File: src/rtl/aasd_down_timer.sv
// Loadable down-counter/timer: counts toward zero and flags expiry with a tc pulse and a done level.
// Latency: count/tc/done/running are all registered and update together on the same core_clk edge.
// Backpressure: none; enable=0 freezes the timer, and load takes priority over enable.
//
// Ports:
//   core_clk     system clock, all state changes on posedge
//   arst_n       asynchronous active-low reset
//   enable       count enable; low holds count, state and prescale counter
//   load         synchronous load strobe (works regardless of enable)
//   data         load value, also captured as the reload value
//   auto_reload  1 = periodic, 0 = one-shot; sampled only on the terminal tick
//   prescale     tick divider (only used when PRESCALE_EN is defined)
//   count        current count
//   tc           terminal-count pulse, one cycle per expiry
//   done         high in DONE (one-shot expired) until next load/reset
//   running      high while in RUN
//
// Build option: define PRESCALE_EN to divide ticks by (prescale+1) enabled cycles.
module aasd_down_timer #(
  parameter int WIDTH     = 8,
  parameter int PRE_WIDTH = 4
) (
  input  logic                 core_clk,
  input  logic                 arst_n,
  input  logic                 enable,
  input  logic                 load,
  input  logic [WIDTH-1:0]     data,
  input  logic                 auto_reload,
  input  logic [PRE_WIDTH-1:0] prescale,
  output logic [WIDTH-1:0]     count,
  output logic                 tc,
  output logic                 done,
  output logic                 running
);

  typedef enum logic [1:0] {
    IDLE = 2'd0,
    RUN  = 2'd1,
    DONE = 2'd2
  } state_t;

  state_t           state;
  logic [WIDTH-1:0] reload_reg;
  logic             tick;

`ifdef PRESCALE_EN
  logic [PRE_WIDTH-1:0] pre_cnt;

  // One tick per (prescale+1) enabled RUN cycles.
  assign tick = enable && (state == RUN) && (pre_cnt == prescale);

  always_ff @(posedge core_clk or negedge arst_n) begin
    if (!arst_n) begin
      pre_cnt <= '0;
    end else if (load) begin
      pre_cnt <= '0;
    end else if (enable && (state == RUN)) begin
      pre_cnt <= tick ? '0 : pre_cnt + 1'b1;
    end
  end
`else
  assign tick = enable && (state == RUN);

  // Divider input has no function in this build.
  logic [PRE_WIDTH-1:0] unused_prescale;
  assign unused_prescale = prescale;
`endif

  always_ff @(posedge core_clk or negedge arst_n) begin
    if (!arst_n) begin
      state      <= IDLE;
      count      <= '0;
      reload_reg <= '0;
      tc         <= 1'b0;
      done       <= 1'b0;
      running    <= 1'b0;
    end else if (load) begin
      count      <= data;
      reload_reg <= data;
      tc         <= 1'b0;
      done       <= 1'b0;
      // Loading zero parks the timer; there is nothing to count down.
      if (data != '0) begin
        state   <= RUN;
        running <= 1'b1;
      end else begin
        state   <= IDLE;
        running <= 1'b0;
      end
    end else begin
      tc <= 1'b0;
      if (tick) begin
        // RUN is only entered with a non-zero count, so count==1 is always
        // reached before zero and the terminal path never lets it wrap.
        if (count > WIDTH'(1)) begin
          count <= count - 1'b1;
        end else if (auto_reload) begin
          count <= reload_reg;
          tc    <= 1'b1;
        end else begin
          count   <= '0;
          tc      <= 1'b1;
          state   <= DONE;
          running <= 1'b0;
          done    <= 1'b1;
        end
      end
    end
  end

endmodule

File: config.mk
export PLATFORM = sky130hd
export DESIGN_NAME = aasd_down_timer
export DESIGN_NICKNAME = d
export VERILOG_FILES = /design/src/rtl/aasd_down_timer.sv
export SDC_FILE = /design/constraint.sdc
export NUM_CORES = 1
export LEC_CHECK = 0
export ABC_AREA = 1
export BUFFER_PORTS_ARGS = -buffer_cell sky130_fd_sc_hd__clkbuf_2
export CAP_MARGIN = 20
export CORE_ASPECT_RATIO = 1.2
export CORE_UTILIZATION = 46
export DETAILED_ROUTE_END_ITERATION = 10
export HOLD_SLACK_MARGIN = 0.06
export PLACE_DENSITY = 0.82
export SYNTH_ARGS = -nofsm -noshare
export SYNTH_HDL_FRONTEND = slang
export SYNTH_SLANG_ARGS = --single-unit
File: constraint.sdc
create_clock -name core_clk -period 1.4 [get_ports core_clk]
set_input_delay 0.28 -clock core_clk [delete_from_list [all_inputs] [get_ports core_clk]]
set_output_delay 0.28 -clock core_clk [all_outputs]
set_load 0.1 [all_outputs]
==> impl_metrics.ini <==
[outcome]
status = complete, but fails checks
violations = negative setup slack

[power]
netSwitchingFraction = 0.437
peakVddDrop_uv = 781
power.switching_mw = 0.868
cell_internal_pwr_mw = 1.12
p_seq_frac = 0.345
clkPwrFrac = 0.143
p_per_area_nw_per_um2 = 1120
share_comb_of_total_power = 0.512
leakage_nw = 0.816
p_total_mw = 1.99

[yosys]
synth-seq-cells = 19
synth_top_area_share = 0.428
synth.area.mux_share = 0
synth_top_family_by_area = simple AND/OR/NAND/NOR gates
syn-cell-area_um2 = 1110
synth-compound-area-share = 0.0980
yosys_warnings = 0
yosys.area.top_type = dfrtp_1
synth-async-reset-ratio = 1.00
ys_seq_area_frac = 0.428
synth_nets = 161
syn_area_per_cell_um2 = 7.82
yosys.area_share.simple = 0.360
yosysUniqueCellTypes = 27
synthAdderAreaFrac = 0.0225
synth_most_common_cell = nand2_1
synth-main-ff-cell = dfrtp_1
netlist_top_cells_count = nand2_1 (42), dfrtp_1 (19), nand3_1 (16)
synth_edf_count = 0
synth-xor-area-share = 0.00788
synth.area.top_cells = dfrtp_1 (43%), nand2_1 (14%), nand3_1 (7.2%)
syn_inst = 142

[setup_path]
rr_worst_depth = 9
critPathSlowestCell = dfrtp_4
path_class = register to register
cp.required_ps = 1640
crit_start = count[1]$_DFFE_PN0P_
r2r-end = count[4]$_DFFE_PN0P_
cp_common_cell = nor2_4
path_cells = inv_6, ha_4, nor2_4, nor2_4, buf_4, nand3_4, o21ai_1, nand2_1, nand3_1
worstPathArrival_ps = 1850
slowest_delay_ps = 510
worstSetupStartpointType = register
cp_top_family = flip-flops
path_buf_inv = 2
r2r_slack_ps = -210
critPathMaxFanout = 5
end_kind = register
r2r-start = count[1]$_DFFE_PN0P_

[grt]
grtUsageTotal = 0.258
grt_antenna_before_repair = 0
grt_pass1_wl_um = 4840
grt_pass1_vias = 1131
grt_max_degree = 20
overflow = 0

[drt]
dr.first_iter.drc_count = 68
antenna_left = 0
wl_um = 3390
vias = 1242
avgRoutedWirePerCell_um = 15.4
post-route-drc-count = 0
via_per_inst = 5.65
dr.pass1.iters = 5

[cells_and_area]
drive_gt1_frac = 0.492
postLayoutCellArea_um2 = 1770
synthToLayoutAreaGrowth_pct = 59.7
final_nets = 209
diodes = 0
fillers = 151

[placement]
port_buffers = 23
place_congestion = 0.843
dpl.hpwl_um = 2190
placed_area_um2 = 1530

[cts]
root_buffer = clkbuf_4
clock_latency_ps = 300
clkTransAtPathRegs_ps = 110
cts_tree = built
cts_made_buffers = 3
clock_path_buffers = 2
h-tree-depth = 1
cts_num_sinks = 19

[sta]
finClkSkew_ps = 5.11
finalHoldViolCount = 0
period_minus_slack_ps = 1610
grt_setup_unrepaired = true
setup_viol = 13
worst_slew_margin_rel = 0.676
post-route-period-util = 1.15
worst_pin_slew_ps = 486
final.setup.worst_slack_ps = -212
drv_slew = 0
fmax_ghz = 0.620

[worst_hold_path]
hold_path.class = primary input to register
holdPathEnd = reload_reg[6]$_DFFE_PN0P_
hold_depth = 3
min_from = data[6]

[floorplanning]
core_um2 = 2280
die_y_um = 55.8
dieWidth_um = 46.9
start_util = 0.487
ioPinCount = 28
dieArea_um2 = 2620
row_count = 19

[job]
cap_violations = 0
==> power groups by stage <==
| stage | Combinational (mW) | Clock [mW] | Sequential [mW] |
|---|---|---|---|
| 2_1_floorplan | 0.272 | 0 | 0.949 |
| 5_1_grt | 1.07 | 0.304 | 0.691 |
| 3_3_place_gp | 0.839 | 0 | 0.685 |
| 4_1_cts | 0.894 | 0.278 | 0.679 |
| 6_report | 1.02 | 0.284 | 0.685 |
| 3_5_place_dp | 0.868 | 0 | 0.691 |
==> logic make-up after synthesis <==
| logic type | count (synthesis) |
|---|---|
| buf+inv | 20 |
| fa+ha+maj | 2 |
| xor+xnor | 1 |
| compound gates | 19 |
| simple gates | 81 |
| flops | 19 |
==> cell usage in the layout, fill, tap and decap left out, types with 2 or more instances in the layout <==
master and instances:
dfrtp_1 9, a21oi_2 3, o21ai_1 3, inv_2 2
nand2_8 2, nand2_2 5, dfrtp_4 2, clkbuf_2 12
ha_4 2, inv_6 2, nor4_1 2, o211ai_1 2
nor2_4 7, clkbuf_4 3, dfrtp_2 8, nand3_2 4
nor2_1 6, o21ai_0 6, nand3_1 13, nand2_1 38
buf_4 17, buf_12 11, a21oi_1 3, inv_1 12
buf_6 3
==> tightest hold or removal path, cell delays in order <==
cell	delay (ps)
clkbuf_2	90
nand2_1	60
nand2_1	70
==> worst max-delay path by stage <==
| stage | to | slack, ps | depth (start not counted) |
|---|---|---|---|
| 6_report | count[4]$_DFFE_PN0P_ | -210 | 9 |
| 3_5_place_dp | count[0]$_DFFE_PN0P_ | -130 | 8 |
| 3_3_place_gp | count[2]$_DFFE_PN0P_ | -60 | 8 |
| 2_1_floorplan | count[2]$_DFFE_PN0P_ | -180 | 8 |
| 5_1_grt | count[2]$_DFFE_PN0P_ | -240 | 6 |
| 4_1_cts | count[2]$_DFFE_PN0P_ | -130 | 8 |
==> cell type report <==
cell class / count / area [um2] / share of cell area
Clock buffer: 3 / 22.5 / 0.0127
Clock inverter: 1 / 5.00 / 0.00282
Inverter: 18 / 87.6 / 0.0494
Multi-Input combinational cell: 104 / 676 / 0.381
Sequential cell: 19 / 493 / 0.278
Tap cell: 31 / 38.8 / 0.0219
Timing Repair Buffer: 44 / 452 / 0.255
==> stage by stage <==
stage	worst slack (ps)	setup TNS, ps	cells	hold WS [ps]	util
global route	-238	-1980	220	235	0.777
CTS	-135	-987	213	230	0.706
floorplan	-180	-1400	142	-15.6	-
detailed placement	-127	-576	205	254	0.669
finish	-212	-1480	220	220	0.777
global placement	-60.7	-164	205	246	0.669
==> layer usage <==
metal / vias to the layer above / track usage / part of all wire
met5: - / 0 / 0
met4: 0 / 0.122 / 0.062
met3: 27 / 0.0260 / 0.063
met2: 83 / 0.429 / 0.51
met1: 581 / 0.322 / 0.36
li1: 551 / - / -
==> repair_timing <==
| action | 4_1_cts | 5_1_grt |
|---|---|---|
| endpoints found under the hold margin | 19 | 0 |
| setup buffers | 3 | 6 |
| endpoints found under the setup margin | 11 | 13 |
| pin swaps | 2 | 9 |
| hold buffers | 1 | 0 |
| gates cloned | 0 | 1 |
| resized for setup | 5 | 22 |
Power figures use the tool's default switching activity.
